$ cat src/rtl/ysyx_22050039_pkg.sv
// ysyx_22050039_pkg: shared LSU op-field positions, size codes, FSM states and helpers
package ysyx_22050039_pkg;
  localparam int OP_STORE = 3;
  localparam int OP_ZEXT  = 2;
  typedef enum logic [1:0] {SZ_B, SZ_H, SZ_W, SZ_D} size_e;
  typedef enum logic [1:0] {IDLE, REQ, WAIT, DONE} state_e;
  function automatic logic misaligned(input logic [2:0] off, input logic [1:0] size);
    return |(off & 3'((4'd1 << size) - 4'd1));
  endfunction
  function automatic logic [7:0] wmask(input logic [2:0] off, input logic [1:0] size);
    return 8'(((16'd1 << (4'd1 << size)) - 16'd1) << off);
  endfunction
endpackage

$ cat src/rtl/ysyx_22050039_lsu_if.sv
// ysyx_22050039_lsu_if: EXU request, memory bus and writeback handshakes of the LSU
interface ysyx_22050039_lsu_if #(parameter int XLEN = 64, parameter int RD_W = 5);
  logic            req_valid, req_ready;
  logic [3:0]      req_op;
  logic [XLEN-1:0] req_addr, req_wdata;
  logic [RD_W-1:0] req_rd;
  logic            mem_req_valid, mem_req_ready, mem_we;
  logic [XLEN-1:0] mem_addr, mem_wdata;
  logic [7:0]      mem_wmask;
  logic            mem_rsp_valid;
  logic [XLEN-1:0] mem_rdata;
  logic            done_valid, done_ready, done_wen, done_err;
  logic [RD_W-1:0] done_rd;
  logic [XLEN-1:0] done_data;
  modport slave (
    input  req_valid, req_op, req_addr, req_wdata, req_rd, mem_req_ready, mem_rsp_valid, mem_rdata, done_ready,
    output req_ready, mem_req_valid, mem_we, mem_addr, mem_wdata, mem_wmask, done_valid, done_wen, done_rd, done_data, done_err
  );
  modport master (
    output req_valid, req_op, req_addr, req_wdata, req_rd, mem_req_ready, mem_rsp_valid, mem_rdata, done_ready,
    input  req_ready, mem_req_valid, mem_we, mem_addr, mem_wdata, mem_wmask, done_valid, done_wen, done_rd, done_data, done_err
  );
endinterface

$ cat src/rtl/ysyx_22050039_ld_align.sv
// ysyx_22050039_ld_align: extracts the addressed field from a doubleword and sign/zero-extends it
module ysyx_22050039_ld_align
  import ysyx_22050039_pkg::*;
#(
  parameter int XLEN = 64
) (
  input  logic [XLEN-1:0] i_rdata,
  input  logic [2:0]      i_off,
  input  logic [1:0]      i_size,
  input  logic            i_zext,
  output logic [XLEN-1:0] o_data
);
  logic [XLEN-1:0] w_sh;
  logic            w_sx;
  assign w_sh = i_rdata >> {i_off, 3'b000};
  assign w_sx = !i_zext;
  always_comb
    o_data = i_size == SZ_B ? {{(XLEN-8){w_sx & w_sh[7]}}, w_sh[7:0]} :
             i_size == SZ_H ? {{(XLEN-16){w_sx & w_sh[15]}}, w_sh[15:0]} :
             i_size == SZ_W ? {{(XLEN-32){w_sx & w_sh[31]}}, w_sh[31:0]} : w_sh;
endmodule

$ cat src/rtl/ysyx_22050039_lsu.sv
// ysyx_22050039_lsu: single-outstanding load/store unit bridging EXU to an aligned doubleword memory bus
module ysyx_22050039_lsu
  import ysyx_22050039_pkg::*;
#(
  parameter int XLEN = 64,
  parameter int RD_W = 5
) (
  input logic               clk,
  input logic               rst,
  ysyx_22050039_lsu_if.slave bus
);
  state_e          r_state;
  logic [3:0]      r_op;
  logic [2:0]      r_off;
  logic            r_mem_req_valid, r_mem_we;
  logic [XLEN-1:0] r_mem_addr, r_mem_wdata;
  logic [7:0]      r_mem_wmask;
  logic            r_done_valid, r_done_wen, r_done_err;
  logic [RD_W-1:0] r_done_rd;
  logic [XLEN-1:0] r_done_data;
  logic            w_err;
  logic [XLEN-1:0] w_ld;
  assign w_err = (bus.req_op[OP_STORE] & bus.req_op[OP_ZEXT]) | misaligned(bus.req_addr[2:0], bus.req_op[1:0]);
  ysyx_22050039_ld_align #(.XLEN(XLEN)) u_align (
    .i_rdata(bus.mem_rdata),
    .i_off  (r_off),
    .i_size (r_op[1:0]),
    .i_zext (r_op[OP_ZEXT]),
    .o_data (w_ld)
  );
  always_ff @(posedge clk) begin
    if (!rst) begin
      r_state         <= IDLE;
      r_op            <= '0;
      r_off           <= '0;
      r_mem_req_valid <= 1'b0;
      r_mem_we        <= 1'b0;
      r_mem_addr      <= '0;
      r_mem_wdata     <= '0;
      r_mem_wmask     <= '0;
      r_done_valid    <= 1'b0;
      r_done_wen      <= 1'b0;
      r_done_err      <= 1'b0;
      r_done_rd       <= '0;
      r_done_data     <= '0;
    end else begin
      case (r_state)
        IDLE: if (bus.req_valid) begin
          r_op        <= bus.req_op;
          r_off       <= bus.req_addr[2:0];
          r_done_rd   <= bus.req_rd;
          r_mem_addr  <= {bus.req_addr[XLEN-1:3], 3'b000};
          r_mem_we    <= bus.req_op[OP_STORE];
          r_mem_wmask <= bus.req_op[OP_STORE] ? wmask(bus.req_addr[2:0], bus.req_op[1:0]) : 8'h00;
          r_mem_wdata <= bus.req_wdata << {bus.req_addr[2:0], 3'b000};
          // faulting ops skip the bus entirely and report straight away
          r_state         <= w_err ? DONE : REQ;
          r_mem_req_valid <= !w_err;
          r_done_valid    <= w_err;
          r_done_err      <= w_err;
          r_done_wen      <= 1'b0;
          r_done_data     <= '0;
        end
        REQ: if (bus.mem_req_ready) begin
          r_mem_req_valid <= 1'b0;
          r_state         <= WAIT;
        end
        WAIT: if (bus.mem_rsp_valid) begin
          r_state      <= DONE;
          r_done_valid <= 1'b1;
          r_done_wen   <= !r_op[OP_STORE] && r_done_rd != '0;
          r_done_data  <= r_op[OP_STORE] ? '0 : w_ld;
        end
        DONE: if (bus.done_ready) begin
          r_state      <= IDLE;
          r_done_valid <= 1'b0;
          r_done_wen   <= 1'b0;
          r_done_err   <= 1'b0;
        end
      endcase
    end
  end
  assign bus.req_ready     = r_state == IDLE && rst;
  assign bus.mem_req_valid = r_mem_req_valid;
  assign bus.mem_we        = r_mem_we;
  assign bus.mem_addr      = r_mem_addr;
  assign bus.mem_wdata     = r_mem_wdata;
  assign bus.mem_wmask     = r_mem_wmask;
  assign bus.done_valid    = r_done_valid;
  assign bus.done_wen      = r_done_wen;
  assign bus.done_err      = r_done_err;
  assign bus.done_rd       = r_done_rd;
  assign bus.done_data     = r_done_data;
endmodule

$ cat src/flat_wrapper.sv
// flat-port wrapper written by rule: the top's interface ports become plain ports
module ysyx_22050039_lsu_flat import ysyx_22050039_pkg::*;
#(
  parameter int XLEN = 64,
  parameter int RD_W = 5
)
  (clk, rst, bus_req_valid, bus_req_op, bus_req_addr, bus_req_wdata, bus_req_rd, bus_mem_req_ready, bus_mem_rsp_valid, bus_mem_rdata, bus_done_ready, bus_req_ready, bus_mem_req_valid, bus_mem_we, bus_mem_addr, bus_mem_wdata, bus_mem_wmask, bus_done_valid, bus_done_wen, bus_done_rd, bus_done_data, bus_done_err);
  ysyx_22050039_lsu_if #(.XLEN(XLEN), .RD_W(RD_W)) bus_i ();
  input logic clk;
  input logic rst;
  input wire logic [$bits(bus_i.req_valid)-1:0] bus_req_valid;
  input wire logic [$bits(bus_i.req_op)-1:0] bus_req_op;
  input wire logic [$bits(bus_i.req_addr)-1:0] bus_req_addr;
  input wire logic [$bits(bus_i.req_wdata)-1:0] bus_req_wdata;
  input wire logic [$bits(bus_i.req_rd)-1:0] bus_req_rd;
  input wire logic [$bits(bus_i.mem_req_ready)-1:0] bus_mem_req_ready;
  input wire logic [$bits(bus_i.mem_rsp_valid)-1:0] bus_mem_rsp_valid;
  input wire logic [$bits(bus_i.mem_rdata)-1:0] bus_mem_rdata;
  input wire logic [$bits(bus_i.done_ready)-1:0] bus_done_ready;
  output wire logic [$bits(bus_i.req_ready)-1:0] bus_req_ready;
  output wire logic [$bits(bus_i.mem_req_valid)-1:0] bus_mem_req_valid;
  output wire logic [$bits(bus_i.mem_we)-1:0] bus_mem_we;
  output wire logic [$bits(bus_i.mem_addr)-1:0] bus_mem_addr;
  output wire logic [$bits(bus_i.mem_wdata)-1:0] bus_mem_wdata;
  output wire logic [$bits(bus_i.mem_wmask)-1:0] bus_mem_wmask;
  output wire logic [$bits(bus_i.done_valid)-1:0] bus_done_valid;
  output wire logic [$bits(bus_i.done_wen)-1:0] bus_done_wen;
  output wire logic [$bits(bus_i.done_rd)-1:0] bus_done_rd;
  output wire logic [$bits(bus_i.done_data)-1:0] bus_done_data;
  output wire logic [$bits(bus_i.done_err)-1:0] bus_done_err;
  assign bus_i.req_valid = bus_req_valid;
  assign bus_i.req_op = bus_req_op;
  assign bus_i.req_addr = bus_req_addr;
  assign bus_i.req_wdata = bus_req_wdata;
  assign bus_i.req_rd = bus_req_rd;
  assign bus_i.mem_req_ready = bus_mem_req_ready;
  assign bus_i.mem_rsp_valid = bus_mem_rsp_valid;
  assign bus_i.mem_rdata = bus_mem_rdata;
  assign bus_i.done_ready = bus_done_ready;
  assign bus_req_ready = bus_i.req_ready;
  assign bus_mem_req_valid = bus_i.mem_req_valid;
  assign bus_mem_we = bus_i.mem_we;
  assign bus_mem_addr = bus_i.mem_addr;
  assign bus_mem_wdata = bus_i.mem_wdata;
  assign bus_mem_wmask = bus_i.mem_wmask;
  assign bus_done_valid = bus_i.done_valid;
  assign bus_done_wen = bus_i.done_wen;
  assign bus_done_rd = bus_i.done_rd;
  assign bus_done_data = bus_i.done_data;
  assign bus_done_err = bus_i.done_err;
  ysyx_22050039_lsu #(.XLEN(XLEN), .RD_W(RD_W)) u_core (.clk(clk), .rst(rst), .bus(bus_i));
endmodule
$ cat config.mk
export PLATFORM = sky130hd
export DESIGN_NAME = ysyx_22050039_lsu_flat
export DESIGN_NICKNAME = d
export VERILOG_FILES = /design/src/rtl/ysyx_22050039_pkg.sv /design/src/rtl/ysyx_22050039_lsu_if.sv /design/src/rtl/ysyx_22050039_ld_align.sv /design/src/rtl/ysyx_22050039_lsu.sv /design/src/flat_wrapper.sv
export SDC_FILE = /design/constraint.sdc
export NUM_CORES = 1
export LEC_CHECK = 0
export ABC_AREA = 1
export BUFFER_PORTS_ARGS = -buffer_cell sky130_fd_sc_hd__buf_4
export CAP_MARGIN = 20
export CORE_AREA = 2 2 163 165
export CTS_BUF_LIST = sky130_fd_sc_hd__clkbuf_4 sky130_fd_sc_hd__clkbuf_8 sky130_fd_sc_hd__clkbuf_16
export DETAILED_ROUTE_END_ITERATION = 16
export DIE_AREA = 0 0 165 167
export PLACE_DENSITY = 0.79
export SETUP_SLACK_MARGIN = 0.02
export SLEW_MARGIN = 5
export SYNTH_ARGS = -nofsm -noshare
export SYNTH_HDL_FRONTEND = slang
export SYNTH_SLANG_ARGS = --single-unit
$ cat constraint.sdc
create_clock -name clk -period 4.8 [get_ports clk]
set_clock_uncertainty 0.15 [all_clocks]
set_input_delay 0.72 -clock clk [delete_from_list [all_inputs] [get_ports clk]]
set_output_delay 0.72 -clock clk [all_outputs]
set_load 0.03 [all_outputs]
==> impl_metrics.csv, run 1 <==
group,metric,value,unit
detailed_routing,drtIter0Drc,1537,
sta,final-max-slew-violation-count,0,
cells_and_area,area_growth,33.8,%
sta,fin_crit,3.31,ns
synth,synth_cell_types,35,
floorplanning,die_h,167,um
critical_path,cp.buffers_inverters,3,
sta,setup_viol,0,
detailed_routing,vias_per_cell,5.48,
floorplanning,die_x,165,um
cells_and_area,nets,2318,
critical_path,cp_cell_sequence,"buf_4 -> inv_2 -> nand2_1 -> nand3_1 -> nand3_1 -> nand2_1 -> nand3_1 -> nand2_1 -> buf_4 -> nand4_1 -> a21oi_1",
critical_path,critPathKind,"flop to flop",
placed_design,post-dp-hpwl,33100,um
detailed_routing,dr.pass1.iters,6,
floorplanning,dieArea,27600,um^2
grt,grt_usage,31.9,%
critical_path,reg2reg_from,"u_core.r_off[0]$_SDFFE_PN0P_",
cts,cts.path.max_buffers,3,
cts,post-cts-setup-buffers,0,
cts,numCtsBuffers,25,
sta,slew_headroom,23.7,%
detailed_routing,wire_per_inst,18.7,um
sta,worstMarginPinSlew,1.14,ns
sta,rsz0062_at_grt,"no",
sta,setup_tns,0,ns
power,leakage,7.27,nW
job,maxCapViolCount,0,
floorplanning,core,25800,um^2
placed_design,port_buffers,414,
power,powerDensity,544,nW/um^2
critical_path,cp_top_family,"buffers and inverters",
cells_and_area,final_layout_size_suffix_gt1_share,24.2,%
critical_path,end_kind,"flop",
placed_design,dpl_cell_area,14500,um^2
grt,grt_max_degree,102,
synth,synthCells,1794,
synth,syn_avg_cell_area,6.43,um^2
cells_and_area,mostFrequentLayoutCells,"nand2_1, buf_4, dfxtp_1",
sta,layout_setup_ws,1.49,ns
floorplanning,start_util,44.8,%
detailed_routing,drc,0,
synth,netlist_area,11500,um^2
cells_and_area,final_common_cell,"nand2_1",
grt,grt_pass1_vias,12600,
grt,overflow,0,
critical_path,cp.required,5.08,ns
detailed_routing,num_vias,13500,
cts,cts.clk_slew.worst_paths,0.06,ns
grt,grt_pass1_wl,68900,um
sta,hold_viol,0,
sta,max_freq,0.302,GHz
cts,htree_levels,1,
worst_hold_path,hp-start,"bus_req_addr[38]",
power,vdd_drop_max,0.000381,V
cts,cts_tree,"done",
cts,clock-sinks,215,
floorplanning,io_pins,418,
detailed_routing,ant_nets,0,
sta,finalCritPeriodShare,68.9,%
critical_path,crit_start,"u_core.r_off[0]$_SDFFE_PN0P_",
synth,synth_seq_cells,215,
cells_and_area,design_area,15400,um^2
cts,cts_hold_buf,0,
synth,yosysSeqAreaShare,37.3,%
placed_design,place.gp.congestion,0.977,
cts,clk_latency,0.52,ns
placed_design,pre_cts_slack,1.66,ns
worst_hold_path,hold_class,"input pin to flop",
cts,clk_root_buffer_cell,"clkbuf_16",
floorplanning,rows,59,
critical_path,slowest_delay,0.73,ns
synth,synth-warning-count,0,
cts,cts.repair.resized,0,
outcome,status,"complete, no violations",
critical_path,arrival,3.59,ns
grt,antenna_found_initial,1,
detailed_routing,totalWireLength,45900,um
critical_path,cpMaxStageDelayCell,"inv_2",
critical_path,startpoint_type,"flop",
critical_path,critPathMaxFanout,65,
[state kept, by name (all words and copies together) (netlist names)]
register	cells
u_core.bus.mem_wdata	64
u_core.bus.mem_wmask	8
u_core.r_state	2
u_core.bus.mem_addr	61
u_core.bus.done_valid	1
u_core.bus.done_data	64
u_core.r_off	3
u_core.bus.done_err	1
u_core.bus.done_rd	5
u_core.r_op	4
u_core.bus.mem_req_valid	1
u_core.bus.done_wen	1
[per-layer routing]
layer | vias up | part of all wire, % | GRT usage (%) | wire length [um]
met5 | - | 0 | 0 | 0
met4 | 0 | 5.3 | 15.5 | 2410
met3 | 122 | 8.5 | 6.20 | 3920
met2 | 705 | 47 | 52.7 | 21800
met1 | 6157 | 39 | 39.4 | 17800
li1 | 6496 | - | - | -
[worst reg2reg max path: cells and delay by family (launching register included)]
kind | cells | cell delay (ns)
and+or+nand+nor | 7 | 1.04
DFF | 1 | 0.31
buffers and inverters | 3 | 1.54
AOI/OAI and AO/OA | 1 | 0.20
[stage by stage]
stage / hold slack, ns / cells / utilization, % / total power [mW]
after detailed placement: 0.307 / 2413 / 56.4 / 6.27
after global placement: 0.304 / 2413 / 56.4 / 6.21
after global routing: 0.301 / 2460 / 59.9 / 8.84
after floorplan: 0.340 / 1796 / - / 4.98
final: 0.297 / 2460 / 59.9 / 8.40
after CTS: 0.278 / 2458 / 59.8 / 8.34
[worst paths after layout]
check | to | slack [ns] | cells after the start
hold / removal | u_core.bus.mem_addr[38]$_SDFFE_PN0P_ | 0.30 | 3
hold reg to reg | u_core.bus.done_data[27]$_SDFFE_PN0P_ | 0.32 | 2
setup reg to reg | u_core.bus.done_data[54]$_SDFFE_PN0P_ | 1.49 | 11
setup / recovery | u_core.bus.done_data[54]$_SDFFE_PN0P_ | 1.49 | 11
[synth_stat cells]
cell | number | share of area, %
and2_1 | 3 | 0.16
buf_2 | 41 | 1.8
a32o_1 | 1 | 0.087
or2_2 | 24 | 1.3
a22oi_1 | 24 | 1.6
inv_1 | 106 | 3.4
a21oi_1 | 135 | 5.9
nand3_1 | 143 | 6.2
nand2_1 | 535 | 17
mux2i_1 | 13 | 1.1
nor2_1 | 177 | 5.8
a211oi_1 | 2 | 0.13
clkinv_1 | 3 | 0.098
ha_1 | 5 | 0.54
a31oi_1 | 13 | 0.71
nor3_1 | 2 | 0.087
nand4_1 | 34 | 1.8
o21ai_0 | 141 | 6.1
o22ai_1 | 4 | 0.22
a32oi_1 | 1 | 0.076
buf_1 | 20 | 0.65
nand2_2 | 2 | 0.11
clkbuf_1 | 72 | 2.3
o211ai_1 | 47 | 3.1
o21ai_1 | 2 | 0.087
inv_2 | 6 | 0.20
o221ai_1 | 1 | 0.076
buf_6 | 6 | 0.59
o31ai_1 | 2 | 0.13
a21boi_0 | 1 | 0.065
nor3_2 | 1 | 0.087
dfxtp_1 | 215 | 37
buf_4 | 9 | 0.59
o311ai_0 | 2 | 0.15
conb_1 | 1 | 0.033
[where the power goes]
group	internal [mW]	switching, mW
logic	1.24	2.68
registers	2.16	0.245
clock network	1.28	0.800
[logic make-up after synthesis]
logic type,synth area share [%]
AOI/OAI and AO/OA,18.3
buffers and inverters,9.69
adders and majority gates,0.542
DFF,37.3
muxes,1.13
and+or+nand+nor,33.0
other,0.0325
[area by class of cell]
class | count | area [um^2]
clock buffer | 29 | 674
sequential | 215 | 4310
antenna | 1 | 2.50
fill | 2426 | 10300
clock inverter | 16 | 218
multi-input combinational | 1318 | 6130
inverter | 115 | 433
timing repair buffer | 431 | 3250
tap | 335 | 419
No activity file was read; power rests on OpenSTA's default activity.
==> run 2: changes to the inputs <==
--- a/config.mk
+++ b/config.mk
@@ -5,7 +5,7 @@
 export SDC_FILE = /design/constraint.sdc
 export NUM_CORES = 1
 export LEC_CHECK = 0
-export ABC_AREA = 1
+export ABC_AREA = 0
 export BUFFER_PORTS_ARGS = -buffer_cell sky130_fd_sc_hd__buf_4
 export CAP_MARGIN = 20
 export CORE_AREA = 2 2 163 165
==> constraint.sdc (replaced) <==
create_clock -name clk -period 3.4 [get_ports clk]
set_clock_uncertainty 0.15 [all_clocks]
set_input_delay 0.51 -clock clk [delete_from_list [all_inputs] [get_ports clk]]
set_output_delay 0.51 -clock clk [all_outputs]
set_load 0.03 [all_outputs]
==> run 2 against run 1 <==
  * Fmax up 8.0%
  * Clock power grew 36%
  * Worst setup slack lost 1.2 ns
  * Non-clock buffer count is 6 higher
  * Hold slack lost 0.21 ns
  * Sequential share of layout area grew 0.063 points
  * Core utilization shrank 0.083 points
  * Global-route usage fell by 2.3 points
  * Synthesized area decreased by 1.6%
  * Wire length shrank 7.2%
  * Register-to-register slack lost 1.2 ns
  * Die area unchanged
  * Critical endpoint is now u_core.bus.done_data[62]$_SDFFE_PN0P_
==> impl_metrics.csv, run 2 <==
group,metric,value,unit
detailed_routing,ant_nets,0,
critical_path,cp.buffers_inverters,2,
critical_path,critPathKind,"flop to flop",
cts,clock-sinks,215,
critical_path,cp.required,3.68,ns
floorplanning,rows,59,
cells_and_area,mostFrequentLayoutCells,"buf_4, nand2_1, dfxtp_1",
grt,grt_pass1_vias,11400,
sta,setup_tns,0,ns
grt,antenna_found_initial,0,
cells_and_area,final_common_cell,"buf_4",
synth,yosysSeqAreaShare,37.9,%
power,vdd_drop_max,0.000542,V
synth,synth-async-reset-ratio,0,%
detailed_routing,wire_per_inst,20.7,um
cts,post-cts-setup-buffers,0,
placed_design,post-dp-hpwl,31400,um
cts,htree_levels,1,
detailed_routing,totalWireLength,42600,um
synth,synthFlopType,"dfxtp_1",
synth,syn_avg_cell_area,8.23,um^2
worst_hold_path,hold_class,"input pin to flop",
grt,grt_usage,29.6,%
cts,clk_root_buffer_cell,"clkbuf_16",
job,maxCapViolCount,0,
cts,numCtsBuffers,24,
cells_and_area,nets,1922,
detailed_routing,num_vias,12000,
cts,cts.path.max_buffers,3,
sta,worstMarginPinSlew,1.00,ns
cells_and_area,final_layout_size_suffix_gt1_share,32.3,%
placed_design,place.gp.congestion,0.941,
cts,clk_latency,0.52,ns
critical_path,rrSetupSlack,0.34,ns
synth,synth_top_area_share,37.9,%
floorplanning,die_h,167,um
synth,netlist_area,11300,um^2
floorplanning,core,25800,um^2
floorplanning,dieArea,27600,um^2
outcome,status,"complete, no violations",
synth,yosysMostFrequentCell,"nand2_1",
detailed_routing,vias_per_cell,5.85,
sta,fin_crit,3.06,ns
critical_path,end_kind,"flop",
critical_path,startpoint_type,"flop",
critical_path,slowest_delay,0.86,ns
cts,cts.repair.resized,0,
critical_path,critPathMaxFanout,32,
synth,synth_cell_types,60,
grt,grt_pass1_wl,64500,um
sta,finalCritPeriodShare,90.0,%
critical_path,cp_cell_sequence,"inv_1 -> ha_1 -> nand2b_1 -> o311ai_2 -> nor3_4 -> o211ai_2 -> buf_4 -> o31ai_2",
synth,synthCells,1378,
worst_hold_path,hp-start,"bus_req_addr[8]",
cts,cts_hold_buf,0,
grt,grt_max_degree,126,
cells_and_area,design_area,15400,um^2
floorplanning,die_x,165,um
sta,hold_viol,0,
synth,netlist_top_cells_area,"dfxtp_1, nand2_1, mux4_2, a21oi_1, mux2i_1",
sta,max_freq,0.327,GHz
detailed_routing,drtIter0Drc,1105,
detailed_routing,dr.pass1.iters,6,
floorplanning,start_util,44.0,%
placed_design,port_buffers,414,
sta,setup_viol,0,
cts,cts.clk_slew.worst_paths,0.06,ns
critical_path,cpMaxStageDelayCell,"nor3_4",
detailed_routing,drc,0,
cells_and_area,antenna_cells,0,
critical_path,cp_top_family,"simple AND/OR/NAND/NOR gates",
power,leakage,6.52,nW
placed_design,dpl_cell_area,14500,um^2
synth,synth_edf_count,0,
synth,synth-warning-count,0,
floorplanning,io_pins,418,
grt,overflow,0,
cts,cts_tree,"done",
synth,synth_top_area_cell,"dfxtp_1",
sta,slew_headroom,33.0,%
critical_path,crit_start,"u_core.r_state[0]$_SDFFE_PN0P_",
synth,yosys-top-cells-count,"nand2_1, dfxtp_1, a21oi_1",
power,powerDensity,668,nW/um^2
cells_and_area,area_growth,35.9,%
synth,synth_seq_cells,215,
critical_path,arrival,3.34,ns
sta,rsz0062_at_grt,"no",
critical_path,reg2reg_from,"u_core.r_state[0]$_SDFFE_PN0P_",
sta,final-max-slew-violation-count,0,
run 2: cell count changes after synthesis, sizes merged, moves of 29 or more:
| cell | previous run | this run |
|---|---|---|
| a21oi | 135 | 167 |
| buf | 76 | 33 |
| nand4 | 34 | 0 |
| nor3 | 3 | 32 |
| nand3 | 143 | 15 |
| nor2 | 177 | 122 |
| nand2 | 537 | 264 |
| mux2i | 13 | 47 |
| a211oi | 2 | 41 |
| o21ai | 143 | 54 |
| mux4 | 0 | 38 |
| nor2b | 0 | 31 |
| inv | 112 | 10 |
run 2: worst register-to-register path: cells and delay by family, from the launching register on:
kind,cells,cell delay (ns)
compound gates,3,0.65
buf+inv,2,0.38
simple gates,2,1.07
fa+ha+maj,1,0.35
flops,1,0.39
run 2: logic make-up after synthesis:
group,count (synthesis),synth area share (%)
other cells,1,0.0331
buf+inv,144,5.27
fa+ha+maj,5,0.551
compound gates,411,23.8
mux,104,13.6
xor+xnor,1,0.0772
simple gates,497,18.8
flops,215,37.9
run 2: through the flow:
stage	hold slack [ns]	util, %	power [mW]	instances	worst slack [ns]
after floorplan	0.343	-	5.95	1380	1.18
after detailed placement	0.297	56.5	7.47	2018	0.358
after global placement	0.292	56.4	7.40	2017	0.516
after CTS	0.0722	59.8	10.3	2058	0.363
final	0.0897	59.8	10.3	2059	0.339
after global routing	0.0778	59.8	10.8	2059	0.114
run 2: final cells by class:
cell class | count | area, um^2
Timing Repair Buffer | 437 | 3320
Clock buffer | 32 | 716
Inverter | 11 | 46.3
Sequential cell | 215 | 4310
Multi-Input combinational cell | 1021 | 6460
Clock inverter | 8 | 148
Tap cell | 335 | 419
Fill cell | 2262 | 10300
run 2: final timing paths:
check                                               end  cells past startpoint
hold reg to reg    u_core.bus.mem_addr[35]$_SDFFE_PN0P_                      2
setup / recovery  u_core.bus.done_data[62]$_SDFFE_PN0P_                      8
hold / removal      u_core.bus.mem_addr[8]$_SDFFE_PN0P_                      3
setup reg to reg  u_core.bus.done_data[62]$_SDFFE_PN0P_                      8
run 2: power by group:
part	switching, mW	leakage [nW]	internal, mW	total, mW
Combinational	2.69	4.35	1.54	4.23
Clock	1.07	0.417	1.77	2.83
Sequential	0.293	1.75	2.94	3.23
Total	4.05	6.52	6.24	10.3
run 2: per-layer routing:
metal | wire length, um | vias up | track usage, %
met5 | 0 | - | 0
met4 | 1720 | 0 | 11.7
met3 | 4110 | 97 | 6.90
met2 | 20500 | 643 | 49.0
met1 | 16300 | 5714 | 37.1
li1 | - | 5592 | -
==> run 3: changes to the inputs <==
--- a/config.mk
+++ b/config.mk
@@ -6,15 +6,15 @@
 export NUM_CORES = 1
 export LEC_CHECK = 0
 export ABC_AREA = 0
-export BUFFER_PORTS_ARGS = -buffer_cell sky130_fd_sc_hd__buf_4
 export CAP_MARGIN = 20
 export CORE_AREA = 2 2 163 165
 export CTS_BUF_LIST = sky130_fd_sc_hd__clkbuf_4 sky130_fd_sc_hd__clkbuf_8 sky130_fd_sc_hd__clkbuf_16
 export DETAILED_ROUTE_END_ITERATION = 16
 export DIE_AREA = 0 0 165 167
-export PLACE_DENSITY = 0.79
+export DONT_BUFFER_PORTS = 1
+export PLACE_DENSITY = 0.65
+export REMOVE_ABC_BUFFERS = 1
 export SETUP_SLACK_MARGIN = 0.02
-export SLEW_MARGIN = 5
 export SYNTH_ARGS = -nofsm -noshare
 export SYNTH_HDL_FRONTEND = slang
 export SYNTH_SLANG_ARGS = --single-unit
==> run 3 against run 2 <==
  * Sequential share of layout area up 5.0 points
  * Critical path depth did not move
  * Non-clock buffer count is 326 lower
  * Power is 11% lower
  * Sequential cell count unchanged
  * Hold slack got worse by 0.078 ns
  * Fmax up 14%
  * Clock-buffer cell count did not move
  * Via count shrank 12%
  * Core utilization decreased by 9.1 points
  * Critical path type unchanged
  * Highest routed layer is now met5
==> impl_metrics.csv, run 3 (same netlist as run 2, synthesis figures left out) <==
group,metric,value,unit
critical_path,critPathKind,"flop to flop",
critical_path,cp_cell_sequence,"inv_1 -> ha_1 -> nand2b_1 -> o311ai_2 -> nor3_4 -> o211ai_2 -> buf_4 -> o31ai_1",
power,leakage,4.76,nW
critical_path,rr_endpoint,"u_core.bus.done_data[58]$_SDFFE_PN0P_",
floorplanning,die_x,165,um
detailed_routing,dr.pass1.iters,5,
cells_and_area,nets,1595,
critical_path,cp.required,3.69,ns
critical_path,reg2reg_depth,8,
grt,antenna_found_initial,2,
outcome,status,"complete, no violations",
critical_path,cpMaxStageDelayCell,"nor3_4",
sta,hold_viol,0,
power,vdd_drop_max,0.000537,V
detailed_routing,vias_per_cell,6.10,
sta,rsz0062_at_grt,"no",
sta,slew_headroom,39.1,%
worst_hold_path,whs_endpoint,"u_core.bus.done_data[38]$_SDFFE_PN0P_",
critical_path,crit_cells,8,
placed_design,place.gp.congestion,0.937,
cts,clk_latency,0.53,ns
cts,cts_tree,"done",
cts,numCtsBuffers,23,
grt,grt_usage,28.3,%
detailed_routing,totalWireLength,40700,um
worst_hold_path,min_path_cells,2,
cts,cts.path.max_buffers,3,
cts,clk_root_buffer_cell,"clkbuf_16",
detailed_routing,drc,0,
worst_hold_path,hold_class,"input pin to flop",
critical_path,rrSetupSlack,0.72,ns
detailed_routing,num_vias,10600,
sta,worstMarginPinSlew,0.912,ns
critical_path,reg2reg_from,"u_core.r_state[1]$_SDFFE_PN0P_",
floorplanning,io_pins,418,
cells_and_area,final_layout_size_suffix_gt1_share,10.7,%
floorplanning,rows,59,
critical_path,critPathMaxFanout,21,
cells_and_area,fill_cells,2444,
sta,setup_viol,0,
critical_path,startpoint_type,"flop",
sta,setup_tns,0,ns
grt,grt_pass1_vias,10300,
sta,max_freq,0.374,GHz
cells_and_area,final_common_cell,"nand2_1",
job,maxCapViolCount,0,
sta,finalCritPeriodShare,78.7,%
floorplanning,start_util,44.0,%
grt,grt_max_degree,103,
sta,hold_ws,0.0119,ns
sta,final-max-slew-violation-count,0,
cells_and_area,area_growth,15.2,%
floorplanning,dieArea,27600,um^2
floorplanning,die_h,167,um
grt,use_met2,48.5,%
detailed_routing,ant_nets,0,
detailed_routing,drtIter0Drc,917,
cts,cts.clk_slew.worst_paths,0.06,ns
critical_path,end_kind,"flop",
cts,htree_levels,1,
placed_design,port_buffers,0,
grt,overflow,0,
grt,busiest_layer,"met2",
grt,grt_pass1_wl,61000,um
grt,grt_use_met1,31.2,%
floorplanning,core,25800,um^2
grt,grtUsageMet3,12.8,%
worst_hold_path,hp-start,"rst",
cts,cts.repair.resized,0,
critical_path,cp.buffers_inverters,2,
cts,clock-sinks,215,
placed_design,post-dp-hpwl,27400,um
critical_path,cp_top_family,"simple AND/OR/NAND/NOR gates",
cells_and_area,mostFrequentLayoutCells,"nand2_1, dfxtp_1, a21oi_1",
sta,fin_crit,2.68,ns
detailed_routing,wire_per_inst,23.5,um
critical_path,arrival,2.96,ns
critical_path,slowest_delay,0.52,ns
power,powerDensity,701,nW/um^2
==> run 3: cell count changes in the layout (fill, tap and decap cells not counted), moves of 2 or more <==
cell | previous run | this run
buf_4 | 433 | 25
bufinv_16 | 4 | 1
clkbuf_16 | 25 | 23
clkbuf_4 | 1 | 6
clkbuf_8 | 6 | 3
clkinv_2 | 1 | 7
clkinvlp_4 | 3 | 0
dlygate4sd3_1 | 0 | 82
==> run 3: metrics by stage <==
step	util [%]	power, mW	setup WS [ns]	cells	area [um^2]
global placement	44.6	6.55	0.837	1610	11500
global route	50.7	9.62	0.531	1735	13100
finish	50.7	9.16	0.723	1735	13100
detailed placement	44.6	6.59	0.744	1610	11500
floorplan	-	5.83	-1.03	1247	10800
CTS	50.7	9.18	0.732	1734	13100
==> run 3: worst register-to-register path, stage by stage (launching register included) <==
cell and delay (ns):
dfxtp_1 0.38, inv_1 0.11, ha_1 0.33, nand2b_1 0.21, o311ai_2 0.21, nor3_4 0.52
o211ai_2 0.19, buf_4 0.25, o31ai_1 0.23
==> run 3: area by class of cell <==
type | instances | area [um^2] | share of cell area (%)
timing repair buffer | 111 | 1090 | 8.33
inverter | 11 | 46.3 | 0.354
clock buffer | 32 | 662 | 5.06
sequential | 215 | 4310 | 33.0
tap | 335 | 419 | 3.21
clock inverter | 9 | 85.1 | 0.651
antenna | 1 | 2.50 | 0.0191
multi-input combinational | 1021 | 6460 | 49.4
==> run 3: repair_timing <==
action,in CTS,in global routing
endpoints found under the hold margin,119,0
setup buffers,0,0
hold buffers,83,0
==> run 3: how the worst max path moves through the flow <==
| stage | start | endpoint | slack, ns |
|---|---|---|---|
| global route | u_core.r_state[1]$_SDFFE_PN0P_ | u_core.bus.done_data[58]$_SDFFE_PN0P_ | 0.53 |
| finish | u_core.r_state[1]$_SDFFE_PN0P_ | u_core.bus.done_data[58]$_SDFFE_PN0P_ | 0.72 |
| global placement | u_core.r_state[0]$_SDFFE_PN0P_ | u_core.bus.done_data[57]$_SDFFE_PN0P_ | 0.84 |
| CTS | u_core.r_state[1]$_SDFFE_PN0P_ | u_core.bus.done_data[58]$_SDFFE_PN0P_ | 0.73 |
| detailed placement | u_core.r_state[1]$_SDFFE_PN0P_ | u_core.bus.done_data[61]$_SDFFE_PN0P_ | 0.74 |
| floorplan | u_core.r_off[0]$_SDFFE_PN0P_ | u_core.bus.done_data[57]$_SDFFE_PN0P_ | -1.03 |
==> run 3: layer usage <==
layer	routed length [um]	part of all wire, %	up-vias
met2	20000	49	524
met4	1260	3.1	2
met5	12	0.029	-
met1	14200	35	5055
met3	5220	13	80
li1	-	-	4927
==> run 3: report_power, final <==
part | leakage (nW) | switching [mW] | internal [mW] | total (mW)
logic | 2.62 | 1.57 | 1.01 | 2.58
registers | 1.75 | 1.15 | 2.94 | 4.09
clock network | 0.384 | 1.05 | 1.45 | 2.50
